### config.mk
export PLATFORM = sky130hd
export DESIGN_NAME = sync_external_trigger_multi_flat
export DESIGN_NICKNAME = d
export VERILOG_FILES = /design/src/rtl/sync_external_trigger_multi_if.sv /design/src/rtl/sync_external_trigger_multi.sv /design/src/flat_wrapper.sv
export SDC_FILE = /design/constraint.sdc
export NUM_CORES = 1
export LEC_CHECK = 0
export BUFFER_PORTS_ARGS = -buffer_cell sky130_fd_sc_hd__buf_2
export CAP_MARGIN = 15
export CORE_ASPECT_RATIO = 0.6
export CORE_MARGIN = 2
export CORE_UTILIZATION = 50
export DETAILED_ROUTE_END_ITERATION = 16
export PLACE_DENSITY = 0.76
export SKIP_CTS_REPAIR_TIMING = 1
export SLEW_MARGIN = 30
export SYNTH_ARGS = -nofsm -noshare
export SYNTH_HDL_FRONTEND = slang
export SYNTH_SLANG_ARGS = --single-unit
### constraint.sdc
create_clock -name aclk -period 2.13 [get_ports aclk]
set_input_delay 0.3195 -clock aclk [delete_from_list [all_inputs] [get_ports aclk]]
set_output_delay 0.3195 -clock aclk [all_outputs]
set_load 0.02 [all_outputs]
### src/rtl/sync_external_trigger_multi_if.sv
// sync_external_trigger_multi_if: trigger inputs, controls and pulse/missed outputs of the multi-channel trigger synchroniser
interface sync_external_trigger_multi_if #(
  parameter int NUM_CH = 4,
  parameter int CNT_W  = 16
);
  logic [NUM_CH-1:0] ext_in;
  logic [NUM_CH-1:0] enable;
  logic [NUM_CH-1:0] edge_sel;
  logic [CNT_W-1:0]  holdoff;
  logic [NUM_CH-1:0] clear_missed;
  logic [NUM_CH-1:0] pulse_out;
  logic              any_pulse;
  logic [NUM_CH-1:0] missed;
  modport master (
    output ext_in, enable, edge_sel, holdoff, clear_missed,
    input  pulse_out, any_pulse, missed
  );
  modport slave (
    input  ext_in, enable, edge_sel, holdoff, clear_missed,
    output pulse_out, any_pulse, missed
  );
endinterface

### src/rtl/sync_external_trigger_multi.sv
// sync_external_trigger_multi: per-channel trigger synchroniser with edge select, one-shot pulse, hold-off lock-out and sticky missed flags
module sync_external_trigger_multi #(
  parameter int NUM_CH      = 4,
  parameter int SYNC_STAGES = 3,
  parameter int CNT_W       = 16,
  parameter int PULSE_LEN   = 2
) (
  input logic aclk,
  input logic aresetn,
  sync_external_trigger_multi_if.slave bus
);
  localparam int PW = $clog2(PULSE_LEN + 1);
  typedef enum logic [1:0] {DISABLED, WAIT_IDLE, ARMED, HOLDOFF} state_t;
  state_t                 state_q [NUM_CH];
  state_t                 state_d [NUM_CH];
  logic [SYNC_STAGES-1:0] sync_q  [NUM_CH];
  logic [SYNC_STAGES-1:0] sync_d  [NUM_CH];
  logic [CNT_W-1:0]       cnt_q   [NUM_CH];
  logic [CNT_W-1:0]       cnt_d   [NUM_CH];
  logic [CNT_W-1:0]       hold_q  [NUM_CH];
  logic [CNT_W-1:0]       hold_d  [NUM_CH];
  logic [PW-1:0]          pcnt_q  [NUM_CH];
  logic [PW-1:0]          pcnt_d  [NUM_CH];
  logic [NUM_CH-1:0]      p_q, p_d, s, act, fire;
  logic [NUM_CH-1:0]      pulse_q, pulse_d, missed_q, missed_d;
  logic                   any_q, any_d;
  always_comb begin
    s        = '0;
    act      = '0;
    fire     = '0;
    p_d      = '0;
    pulse_d  = '0;
    missed_d = '0;
    for (int i = 0; i < NUM_CH; i++) begin
      sync_d[i]   = {sync_q[i][SYNC_STAGES-2:0], bus.ext_in[i]};
      s[i]        = sync_q[i][SYNC_STAGES-1] ^ bus.edge_sel[i];
      p_d[i]      = s[i];
      act[i]      = s[i] & ~p_q[i];
      fire[i]     = bus.enable[i] && state_q[i] == ARMED && act[i];
      state_d[i]  = !bus.enable[i]          ? DISABLED :
                    state_q[i] == DISABLED  ? WAIT_IDLE :
                    state_q[i] == WAIT_IDLE ? (s[i] ? WAIT_IDLE : ARMED) :
                    state_q[i] == ARMED     ? (act[i] ? HOLDOFF : ARMED) :
                    (!s[i] && cnt_q[i] >= hold_q[i]) ? ARMED : HOLDOFF;
      hold_d[i]   = fire[i] ? bus.holdoff : hold_q[i];
      // Any return of the line to the active level restarts the lock-out interval.
      cnt_d[i]    = fire[i]                 ? '0 :
                    state_q[i] != HOLDOFF   ? cnt_q[i] :
                    s[i]                    ? '0 :
                    cnt_q[i] < hold_q[i]    ? cnt_q[i] + 1'b1 : cnt_q[i];
      // The pulse counter ignores enable so a started pulse always runs to length.
      pcnt_d[i]   = fire[i] ? PW'(PULSE_LEN) : pcnt_q[i] != '0 ? pcnt_q[i] - 1'b1 : pcnt_q[i];
      pulse_d[i]  = pcnt_q[i] != '0;
      missed_d[i] = (act[i] && (state_q[i] == HOLDOFF || state_q[i] == WAIT_IDLE)) |
                    (missed_q[i] & ~bus.clear_missed[i]);
    end
    any_d = |pulse_d;
  end
  always_ff @(posedge aclk or negedge aresetn) begin
    if (!aresetn) begin
      for (int i = 0; i < NUM_CH; i++) begin
        state_q[i] <= DISABLED;
        sync_q[i]  <= '0;
        cnt_q[i]   <= '0;
        hold_q[i]  <= '0;
        pcnt_q[i]  <= '0;
      end
      p_q      <= '0;
      pulse_q  <= '0;
      missed_q <= '0;
      any_q    <= 1'b0;
    end else begin
      for (int i = 0; i < NUM_CH; i++) begin
        state_q[i] <= state_d[i];
        sync_q[i]  <= sync_d[i];
        cnt_q[i]   <= cnt_d[i];
        hold_q[i]  <= hold_d[i];
        pcnt_q[i]  <= pcnt_d[i];
      end
      p_q      <= p_d;
      pulse_q  <= pulse_d;
      missed_q <= missed_d;
      any_q    <= any_d;
    end
  end
  assign bus.pulse_out = pulse_q;
  assign bus.any_pulse = any_q;
  assign bus.missed    = missed_q;
endmodule
### src/flat_wrapper.sv
// flat-port wrapper written by rule: the top's interface ports become plain ports
module sync_external_trigger_multi_flat 
#(
  parameter int NUM_CH      = 4,
  parameter int SYNC_STAGES = 3,
  parameter int CNT_W       = 16,
  parameter int PULSE_LEN   = 2
)
  (aclk, aresetn, bus_ext_in, bus_enable, bus_edge_sel, bus_holdoff, bus_clear_missed, bus_pulse_out, bus_any_pulse, bus_missed);
  sync_external_trigger_multi_if #(.NUM_CH(NUM_CH), .CNT_W(CNT_W)) bus_i ();
  input logic aclk;
  input logic aresetn;
  input wire logic [$bits(bus_i.ext_in)-1:0] bus_ext_in;
  input wire logic [$bits(bus_i.enable)-1:0] bus_enable;
  input wire logic [$bits(bus_i.edge_sel)-1:0] bus_edge_sel;
  input wire logic [$bits(bus_i.holdoff)-1:0] bus_holdoff;
  input wire logic [$bits(bus_i.clear_missed)-1:0] bus_clear_missed;
  output wire logic [$bits(bus_i.pulse_out)-1:0] bus_pulse_out;
  output wire logic [$bits(bus_i.any_pulse)-1:0] bus_any_pulse;
  output wire logic [$bits(bus_i.missed)-1:0] bus_missed;
  assign bus_i.ext_in = bus_ext_in;
  assign bus_i.enable = bus_enable;
  assign bus_i.edge_sel = bus_edge_sel;
  assign bus_i.holdoff = bus_holdoff;
  assign bus_i.clear_missed = bus_clear_missed;
  assign bus_pulse_out = bus_i.pulse_out;
  assign bus_any_pulse = bus_i.any_pulse;
  assign bus_missed = bus_i.missed;
  sync_external_trigger_multi #(.NUM_CH(NUM_CH), .SYNC_STAGES(SYNC_STAGES), .CNT_W(CNT_W), .PULSE_LEN(PULSE_LEN)) u_core (.aclk(aclk), .aresetn(aresetn), .bus(bus_i));
endmodule
* Word-level counts from Yosys, hierarchy flattened *
Index checks and enable logic that the tools add are counted.

word-level totals
  flip-flop bits (word level) = 169
  word-level logic and storage cells = 181
  bits of input ports = 34
  output and inout port bits = 9

cells by class
  equality and inequality tests = 20
  bitwise logic cells = 24
  muxes and demuxes = 52
  add/sub/neg operators = 8
  reductions and logical operators = 45
  magnitude comparators = 8

operator list
  operator               number
  $mux 16                16
  $add 16x1->16 const B  4
  $ge 16x16->1           4
  $lt 16x16->1           4
  $mux 2                 28
  $eq 2x2->1 const B     8
  $logic_and 1x1->1      16
  $reduce_bool 2->1      8
  $reduce_bool 3->1      4
  $and 1x1->1            8
  $eq 2x1->1 const B     4
  $logic_not 2->1        4
  $mux 1                 8
  $ne 2x1->1 const B     4
  $ne 2x2->1 const B     4
  $not 1->1              8
  $reduce_and 2->1       4
  $sub 2x1->2 const B    4
  $logic_not 1->1        4
  $logic_or 1x1->1       4
  $or 1x1->1             4
  $reduce_or 4->1        1
  $xor 1x1->1            4

* Longest topological paths before layout *
Gate-level depths: netlist of run 1.

  depth in word-level cells = 8
  depth in mapped cells = 11
  mapped depth without buffers = 9

* Worst setup path before layout of run 1 *
Ideal clock, no wire load.

  path kind = reg-to-reg
  start point = reg u_core.cnt_q[5] (netlist name)
  end point = reg u_core.cnt_q[11] (netlist name)
  stages on the path, launching flop included = 10
  data arrival time = 2265 ps
  slack = -213 ps
  cells stage by stage = dfrtp_1 -> ha_1 -> a21o_1 -> a21o_1 -> a21o_1 -> a2111oi_4 -> o21ai_2 -> buf_2 -> or3_1 -> a21oi_1

on the way
  longest elaborated chain between the ends = 5
  elaborated cells between the ends (all ways) = 8

RTL lines
  element                            line                               text
  from (decl)                        sync_external_trigger_multi.sv:18  logic [CNT_W-1:0] cnt_q [NUM_CH];
  from (signal, indexed assignment)  sync_external_trigger_multi.sv:76  cnt_q[i] <= cnt_d[i];
  $add 16x1->16                      sync_external_trigger_multi.sv:50  cnt_q[i] < hold_q[i] ? cnt_q[i] + 1'b1 : cnt_q[i];
  $mux 16                            sync_external_trigger_multi.sv:50
  $mux 16                            sync_external_trigger_multi.sv:49  s[i] ? '0 :
  $mux 16                            sync_external_trigger_multi.sv:48  state_q[i] != HOLDOFF ? cnt_q[i] :
  $mux 16                            sync_external_trigger_multi.sv:47  cnt_d[i] = fire[i] ? '0 :

Parallel ways exist; a longest one is shown, timed or not. The select of a mux whose other input is x is not followed.
A chain may end at the register's enable or synchronous reset.

* Worst setup path in the final report of run 1 *
  start point = reg u_core.hold_q[5] (netlist name)
  end point = reg u_core.cnt_q[12] (netlist name)

on the way
  longest elaborated chain between the ends = 3

RTL lines
  element                            line                               text
  from (decl)                        sync_external_trigger_multi.sv:20  logic [CNT_W-1:0] hold_q [NUM_CH];
  from (signal, indexed assignment)  sync_external_trigger_multi.sv:77  hold_q[i] <= hold_d[i];
  $lt 16x16->1                       sync_external_trigger_multi.sv:50
  $reduce_bool 3->1 (no line)        -
  $reduce_and 2->1 (no line)         -

Every way passes these cells.

==> results of run 1 <==
[layout make-up]
class / count / area share (%)
Multi-Input combinational cell: 630 / 40.9
Sequential cell: 169 / 35.9
Timing Repair Buffer: 189 / 12.3
Clock buffer: 18 / 3.73
Inverter: 96 / 3.06
Tap cell: 234 / 2.49
Clock inverter: 13 / 1.63
[cell usage in the layout (no fill, tap or decap), drive strengths merged, types with 4 or more instances in the layout]
cell / instances
a211o: 4
a21o: 8
a21oi: 54
a31oi: 5
and3: 9
and4: 5
buf: 184
bufinv: 4
clkbuf: 18
dfrtp: 169
dlygate4sd3: 5
ha: 72
inv: 99
mux2: 4
nand2: 104
nand2b: 7
nand3: 22
nand4: 33
nor2: 59
nor2b: 11
nor3: 10
nor3b: 8
nor4: 13
o211ai: 4
o21a: 4
o21ai: 105
o31ai: 6
or3: 12
or4: 8
xnor2: 29
xor2: 12
[stage by stage]
stage / cell area (sq um) / TNS (ns)
after CTS: 10700 / -11.75
after floorplan: 8780 / -1.03
after global routing: 11800 / -15.44
after global placement: 10100 / -4.75
after detailed placement: 10100 / -8.91
final: 11800 / -9.73
[metal layers]
metal / GRT usage [%] / up-vias / part of all wire (%)
met1: 36.8 / 3767 / 45
met4: 6.78 / 0 / 1.9
li1: - / 3557 / -
met2: 37.4 / 230 / 47
met5: 0 / - / 0
met3: 4.29 / 45 / 5.9
[sequential cells by signal, summed over array words and instances (netlist names)]
name / cells
u_core.cnt_q: 64
u_core.hold_q: 64
u_core.bus.missed: 4
u_core.pcnt_q: 8
u_core.p_q: 4
u_core.sync_q: 4
u_core.sync_d: 8
u_core.state_q: 8
u_core.bus.any_pulse: 1
u_core.bus.pulse_out: 4
[path summary, 6_finish.rpt]
check / start / slack (ns) / endpoint / depth (start not counted)
worst max-delay path: u_core.hold_q[5]$_DFFE_PN0P_ / -0.40 / u_core.cnt_q[12]$_DFFE_PN0P_ / 11
worst min-delay path: bus_clear_missed[1] / 0.06 / u_core.bus.missed[1]$_DFF_PN0_ / 2
worst max register to register: u_core.hold_q[5]$_DFFE_PN0P_ / -0.40 / u_core.cnt_q[12]$_DFFE_PN0P_ / 11
worst min register to register: u_core.sync_d[4]$_DFF_PN0_ / 0.35 / u_core.sync_d[5]$_DFF_PN0_ / 0
max in group asynchronous: aresetn / 1.09 / u_core.hold_q[41]$_DFFE_PN0P_ / 3
min in group asynchronous: aresetn / 0.37 / u_core.cnt_q[31]$_DFFE_PN0P_ / 2
[cells by family after synthesis]
logic type	after synthesis
AO/OA/AOI/OAI	200
XOR/XNOR	41
adder cells (fa/ha/maj)	72
buffers and inverters	125
flip-flops	169
multiplexers	4
AND/OR/NAND/NOR	311
[critical path: cells and delay by family, from the launching register on]
kind	cells	cell delay (ns)
AO/OA/AOI/OAI	4	0.90
buffers and inverters	3	0.42
flip-flops	1	0.37
XOR/XNOR	1	0.26
adder cells (fa/ha/maj)	1	0.21
AND/OR/NAND/NOR	2	0.20
[synthesized netlist by cell type (all sizes together), types with 8 or more instances]
master	number
nand4	33
nor2	59
and3	9
xor2	12
or3	12
nand2	104
inv	96
ha	72
or4	8
nor3b	8
nor3	10
a21o	8
nor4	13
nand3	22
clkbuf	23
dfrtp	169
nor2b	11
o21ai	104
xnor2	29
a21oi	54
[power breakdown]
| part | switching [uW] | internal, uW | total (uW) | leakage [uW] |
|---|---|---|---|---|
| clock network | 1390 | 2000 | 3390 | 0.000299 |
| logic | 1970 | 1530 | 3510 | 0.00295 |
| registers | 381 | 3990 | 4370 | 0.00211 |
| total | 3750 | 7530 | 11300 | 0.00536 |
==> flow_summary.toml, run 1 <==
[logic_synthesis]
synthArstFlopShare_pct = 100
synth_top_area_share_pct = 48.6
ys.flop_type = "dfrtp_1"
synthesis.nets = 1028
ys_ff_latch = 169
synth_area_leaders = "dfrtp_1, ha_1, o21ai_0, nand2_1, inv_1"
syn_avg_cell_area_sq_um = 9.45
ys_types = 48
synth_compound_area_share_pct = 13.1
synthMuxAreaShare_pct = 0.517
ys_seq_area_share_pct = 48.6
syn_area_sq_um = 8710
synth-xor-area-share_pct = 4.21
synthAdderAreaFrac_pct = 10.3
synth_cells = 922
synth-edff-count = 0
yosys_warnings = 0
synth_top_family_by_area = "simple AND/OR/NAND/NOR gates"
synth_top_cell_by_area = "dfrtp_1"
yosys.area_share.simple_pct = 17.8

[worst_setup_path]
slowest_stage = "dfrtp_1"
crit_top_cell = "a21o_1"
arrival_ns = 2.80
slowest_delay_ns = 0.37
crit_chain = "inv_2 -> ha_4 -> a21o_1 -> a21o_1 -> a21o_1 -> a2111oi_4 -> buf_6 -> buf_6 -> nand4_1 -> xor2_1 -> nor2_1"
worstSetupEndpointType = "flip-flop"
cp_max_fo = 5
cp-start-kind = "flip-flop"
required_ns = 2.39
criticalPathCategory = "flip-flop to flip-flop"

[clocking]
h-tree-depth = 4
cts-root-buf = "clkbuf_16"
clkSinkCount = 169
cts_tree = "yes"
clkLatencyLatePin_ns = 0.44
clk_pin_slew_worst_paths_ns = 0.07
cts_inserted_buffers = 17
cts.path.max_buffers = 2

[final_layout]
fillers = 1209
multiInputGateArea_sq_um = 4810
antenna_cells = 0
drive_gt1_share_pct = 30.9
stdcell_count = 1349
seq_area_sq_um = 4230
utilization_pct = 69.0
nNetsFinal = 1209
area_growth_pct = 35.3

[timing]
setup-violations-final = 58
max_freq_mhz = 395
drv_slew = 0
fin_crit_sh_pct = 119
finalClockSkew_ns = 0.0180
max-slew-margin-rel_pct = 36.9
fin_ws_ns = -0.404
tightestPinTransition_ns = 0.943
holdWs_ns = 0.0635
min_period_ns = 2.53
rsz0062_at_grt = "yes"
hold_violations = 0

[route]
antenna_left = 0
wl_um = 24900
vias = 7599
viasPerCell = 5.63
first_pass_iters = 7
drc = 0
wl_per_cell_um = 18.5
drt_iter0_markers = 727

[power]
total_power_uw = 11300
p_per_area_nw_per_um2 = 957
leakage_uw = 0.00536
ir_worst_vdd_mv = 0.643

[run_status]
status = "finished, violations left"
violations = "negative setup slack"

[die]
die-height_um = 106
io_pins = 43
rows = 37
core-area_sq_um = 17100
initial_core_util_pct = 51.0
die_w_um = 174
die_area_sq_um = 18500

[grt]
grt_max_degree = 44
overflow = 0
antenna_found_initial = 0
grt_pass1_wl_um = 36100
grt_util_all_layers_pct = 24.7
grt_pass1_vias = 7063

[placement]
place_hpwl_um = 15500
post-place-ws_ns = -0.309
numPortBuffers = 42
place_inst = 1289
gp_congestion = 0.865

[flow_run]
cap_violations = 0

[hold_path]
hold_class = "input pin to flip-flop"
No activity file was read; power rests on OpenSTA's default activity.
==> run 2, diff against run 1 <==
- PLACE_DENSITY: 0.76 -> 0.79
==> flow_summary.toml, run 2 (synthesis gave the netlist of run 1 again) <==
[final_layout]
final_common_cell = "dfrtp_1"
final_cell_mix = "dfrtp_1, buf_4, nand2_1"
drive_gt1_share_pct = 30.1
area_growth_pct = 32.6
fillers = 1195
stdcell_count = 1351
antenna_cells = 0
utilization_pct = 67.6
reg_top3 = "u_core.cnt_q (64), u_core.hold_q (64)"
nNetsFinal = 1210

[clocking]
cts-root-buf = "clkbuf_16"
clk_pin_slew_worst_paths_ns = 0.07
clkSinkCount = 169
h-tree-depth = 4
cts_tree = "yes"
cts.path.max_buffers = 2
cts_inserted_buffers = 17
clkLatencyLatePin_ns = 0.43

[hold_path]
hold_class = "input pin to flip-flop"
holdPathEnd = "u_core.sync_d[10]$_DFF_PN0_"
min_path_cells = 1
holdCritStartpoint = "bus_ext_in[0]"

[worst_setup_path]
worstSetupEndpointType = "flip-flop"
cp_max_fo = 4
criticalPathCategory = "flip-flop to flip-flop"
arrival_ns = 2.80
timing.rr.end = "u_core.cnt_q[5]$_DFFE_PN0P_"
rrSetupSlack_ns = -0.33
cp-start-kind = "flip-flop"
required_ns = 2.48
r2r_start = "u_core.cnt_q[5]$_DFFE_PN0P_"
reg2regPathDepth = 9

[timing]
setup-violations-final = 60
max-slew-margin-rel_pct = 35.1
holdWs_ns = 0.0102
fin_crit_sh_pct = 115
rsz0062_at_grt = "yes"
min_period_ns = 2.46
finalClockSkew_ns = 0.0124
max_freq_mhz = 407
tightestPinTransition_ns = 0.969
drv_slew = 0
fin_ws_ns = -0.330
hold_violations = 0

[die]
rows = 37
die-height_um = 106
die_area_sq_um = 18500
io_pins = 43
initial_core_util_pct = 51.0
core-area_sq_um = 17100
die_w_um = 174

[route]
vias = 7668
viasPerCell = 5.68
drc = 0
antenna_left = 0
first_pass_iters = 5
wl_um = 24100
drt_iter0_markers = 595
wl_per_cell_um = 17.9

[grt]
grt_pass1_vias = 7431
grt_util_all_layers_pct = 25.0
overflow = 0
antenna_found_initial = 0
grt_pass1_wl_um = 36800
grt_max_degree = 54

[placement]
place_hpwl_um = 15500
numPortBuffers = 42
gp_congestion = 0.855
place_inst = 1293

[run_status]
status = "finished, violations left"
violations = "negative setup slack"

[power]
p_per_area_nw_per_um2 = 935
leakage_uw = 0.00537
ir_worst_vdd_mv = 0.702

[flow_run]
cap_violations = 0
run 2: changes by cell type in the layout (fill, tap and decap cells not counted), moves of 4 or more:
cell	delta
inv_1	+7
ha_4	-10
inv_2	-7
ha_1	+10
a21oi_2	+5
o21ai_2	+4
a21oi_1	-6
run 2: critical path: stages (launching register included):
cell and delay (ns):
dfrtp_1 0.39, ha_1 0.31, a21o_1 0.16, a21o_1 0.16
a21o_1 0.20, a2111oi_4 0.36, buf_6 0.18, nand4_1 0.10
or4_1 0.41, o21ai_1 0.10
run 2: power breakdown:
group | internal (uW) | total [uW] | leakage (uW) | switching (uW)
logic | 1510 | 3440 | 0.00299 | 1930
clock network | 1650 | 3010 | 0.000274 | 1350
registers | 3990 | 4350 | 0.00211 | 356
run 2: how the worst max path moves through the flow:
stage | start | endpoint | slack, ns
floorplan | u_core.cnt_q[21]$_DFFE_PN0P_ | u_core.cnt_q[23]$_DFFE_PN0P_ | -0.12
global placement | u_core.hold_q[29]$_DFFE_PN0P_ | u_core.cnt_q[22]$_DFFE_PN0P_ | -0.22
detailed placement | u_core.hold_q[29]$_DFFE_PN0P_ | u_core.cnt_q[23]$_DFFE_PN0P_ | -0.30
CTS | u_core.hold_q[29]$_DFFE_PN0P_ | u_core.cnt_q[23]$_DFFE_PN0P_ | -0.34
global route | u_core.cnt_q[5]$_DFFE_PN0P_ | u_core.cnt_q[7]$_DFFE_PN0P_ | -0.41
finish | u_core.cnt_q[5]$_DFFE_PN0P_ | u_core.cnt_q[5]$_DFFE_PN0P_ | -0.33
run 2: final cells by class:
| class | count | area (sq um) | share of cell area, % |
|---|---|---|---|
| clock buffers | 19 | 443 | 3.83 |
| clock inverters | 13 | 121 | 1.05 |
| repair buffers | 190 | 1440 | 12.4 |
| multi-input cells | 630 | 4670 | 40.4 |
| well taps | 234 | 293 | 2.53 |
| inverters | 96 | 360 | 3.12 |
| flip-flops and latches | 169 | 4230 | 36.6 |
run 2: metrics by stage:
stage / area [sq um] / TNS [ns] / setup slack, ns / power [uW]
2_1_floorplan: 8780 / -1.03 / -0.123 / 6080
3_3_place_gp: 10100 / -5.61 / -0.215 / 7010
3_5_place_dp: 10100 / -8.87 / -0.299 / 7230
4_1_cts: 10700 / -12.86 / -0.340 / 10300
5_1_grt: 11600 / -16.53 / -0.407 / 11500
6_report: 11600 / -10.83 / -0.330 / 10800
run 2: routing by layer:
| metal | GRT usage [%] | vias to the layer above | part of all wire [%] |
|---|---|---|---|
| met5 | 0 | - | 0 |
| met4 | 8.52 | 0 | 2.1 |
| met3 | 6.58 | 41 | 7.8 |
| met2 | 39.2 | 289 | 47 |
| met1 | 34.0 | 3777 | 43 |
| li1 | - | 3561 | - |
==> run 3, diff against run 2 <==
- CELL_PAD_IN_SITES_DETAIL_PLACEMENT: not set -> 0
- CELL_PAD_IN_SITES_GLOBAL_PLACEMENT: not set -> 1
- CORE_UTILIZATION: 50 -> 44
- PLACE_DENSITY: 0.79 -> 0.86
==> flow_summary.toml, run 3 (synthesis gave the netlist of run 1 again) <==
[power]
seqPwrFrac_pct = 39.8
p_int_uw = 7280
total_power_uw = 10800
p_per_area_nw_per_um2 = 924
p_sw_uw = 3560
leakage_uw = 0.00542
combPwrFrac_pct = 30.9
p_sw_share_pct = 32.9
ir_worst_vdd_mv = 0.637
p_clk_share_pct = 29.3

[die]
io_pins = 43
core-area_sq_um = 19200
die_w_um = 186
die-height_um = 113
initial_core_util_pct = 45.3
die_area_sq_um = 21000
rows = 39

[final_layout]
utilization_pct = 61.0
final_area_sq_um = 11700
nNetsFinal = 1220
final_cell_mix = "dfrtp_1, buf_4, nand2_1"
area_growth_pct = 34.7
reg_top3 = "u_core.cnt_q (64), u_core.hold_q (64)"
final_common_cell = "dfrtp_1"
antenna_cells = 0
drive_gt1_share_pct = 30.2
seq_area_sq_um = 4230
multiInputGateArea_sq_um = 4690
fillers = 1635

[placement]
place_area_sq_um = 10200
gp_congestion = 0.866
place_hpwl_um = 15400
numPortBuffers = 42

[clocking]
h-tree-depth = 4
clk_pin_slew_worst_paths_ns = 0.07
cts_inserted_buffers = 17
cts-root-buf = "clkbuf_16"
cts_tree = "yes"
cts.path.max_buffers = 2
clkSinkCount = 169
clkLatencyLatePin_ns = 0.44

[timing]
setup-violations-final = 59
max_freq_mhz = 405
hold_violations = 0
holdWs_ns = 0.0429
tightestPinTransition_ns = 0.728
min_period_ns = 2.47
max-slew-margin-rel_pct = 51.1
fin_ws_ns = -0.339
finalClockSkew_ns = 0.00890
drv_slew = 0
rsz0062_at_grt = "yes"
fin_crit_sh_pct = 116

[hold_path]
hold_class = "input pin to flip-flop"

[route]
drc = 0
wl_um = 22700
first_pass_iters = 5
viasPerCell = 5.27
wl_per_cell_um = 16.3
vias = 7345
drt_iter0_markers = 457
antenna_left = 0

[grt]
grt_util_all_layers_pct = 21.7
antenna_found_initial = 0
grt_pass1_vias = 6854
grt_pass1_wl_um = 35000
overflow = 0
grt_max_degree = 51

[worst_setup_path]
crit_chain = "inv_2 -> ha_4 -> a21o_1 -> a21o_1 -> a21o_1 -> a2111oi_4 -> buf_4 -> o21ai_2 -> buf_6 -> or3_1 -> a21oi_1"
slowest_stage = "dfrtp_1"
cp-start-kind = "flip-flop"
worstSetupEndpointType = "flip-flop"
slowest_delay_ns = 0.38
crit_top_cell = "a21o_1"
criticalPathCategory = "flip-flop to flip-flop"
cp_max_fo = 11
arrival_ns = 2.83
required_ns = 2.49

[run_status]
violations = "negative setup slack"
status = "finished, violations left"

[flow_run]
cap_violations = 0
run 3: metal layers:
layer	GRT usage (%)	vias up	wire, um
li1	-	3580	-
met1	33.3	3566	11300
met2	30.3	166	9860
met3	4.63	33	1140
met4	6.67	0	371
met5	0	-	0
run 3: layout make-up:
class | count | share of cell area, %
clock buffer | 17 | 3.63
clock inverter | 15 | 1.42
inverter | 96 | 3.07
multi-input combinational | 629 | 40.0
sequential | 169 | 36.1
tap | 266 | 2.84
timing repair buffer | 201 | 13.0
run 3: stage by stage:
stage / setup TNS, ns / cells / setup WS (ns)
5_1_grt: -15.97 / 1393 / -0.414
2_1_floorplan: -1.03 / 922 / -0.123
3_3_place_gp: -5.24 / 1334 / -0.214
4_1_cts: -9.10 / 1366 / -0.312
3_5_place_dp: -7.42 / 1334 / -0.274
6_report: -9.72 / 1393 / -0.339
run 3: path summary, 6_finish.rpt:
| path | from | to | slack (ns) | cells past startpoint |
|---|---|---|---|---|
| setup / recovery | u_core.hold_q[5]$_DFFE_PN0P_ | u_core.cnt_q[7]$_DFFE_PN0P_ | -0.34 | 11 |
| hold / removal | bus_clear_missed[1] | u_core.bus.missed[1]$_DFF_PN0_ | 0.04 | 2 |
| setup reg to reg | u_core.hold_q[5]$_DFFE_PN0P_ | u_core.cnt_q[7]$_DFFE_PN0P_ | -0.34 | 11 |
| hold reg to reg | u_core.sync_d[7]$_DFF_PN0_ | u_core.sync_d[8]$_DFF_PN0_ | 0.35 | 0 |
| max in group asynchronous | aresetn | u_core.cnt_q[51]$_DFFE_PN0P_ | 1.02 | 3 |
| min in group asynchronous | aresetn | u_core.cnt_q[1]$_DFFE_PN0P_ | 0.41 | 2 |
run 3: power groups by stage:
stage | clock network [uW] | logic (uW) | registers (uW)
finish | 3180 | 3350 | 4310
global route | 3380 | 3810 | 4400
CTS | 3230 | 2970 | 4290
detailed placement | 0 | 2930 | 4350
global placement | 0 | 2820 | 4320
floorplan | 0 | 1710 | 4370
run 3: worst max-delay path: cells and delay by family (launching register included):
kind                       cells  cell delay [ns]
adders and majority gates      1             0.20
buffers and inverters          3             0.40
and+or+nand+nor                1             0.34
DFF                            1             0.38
AOI/OAI and AO/OA              6             1.06
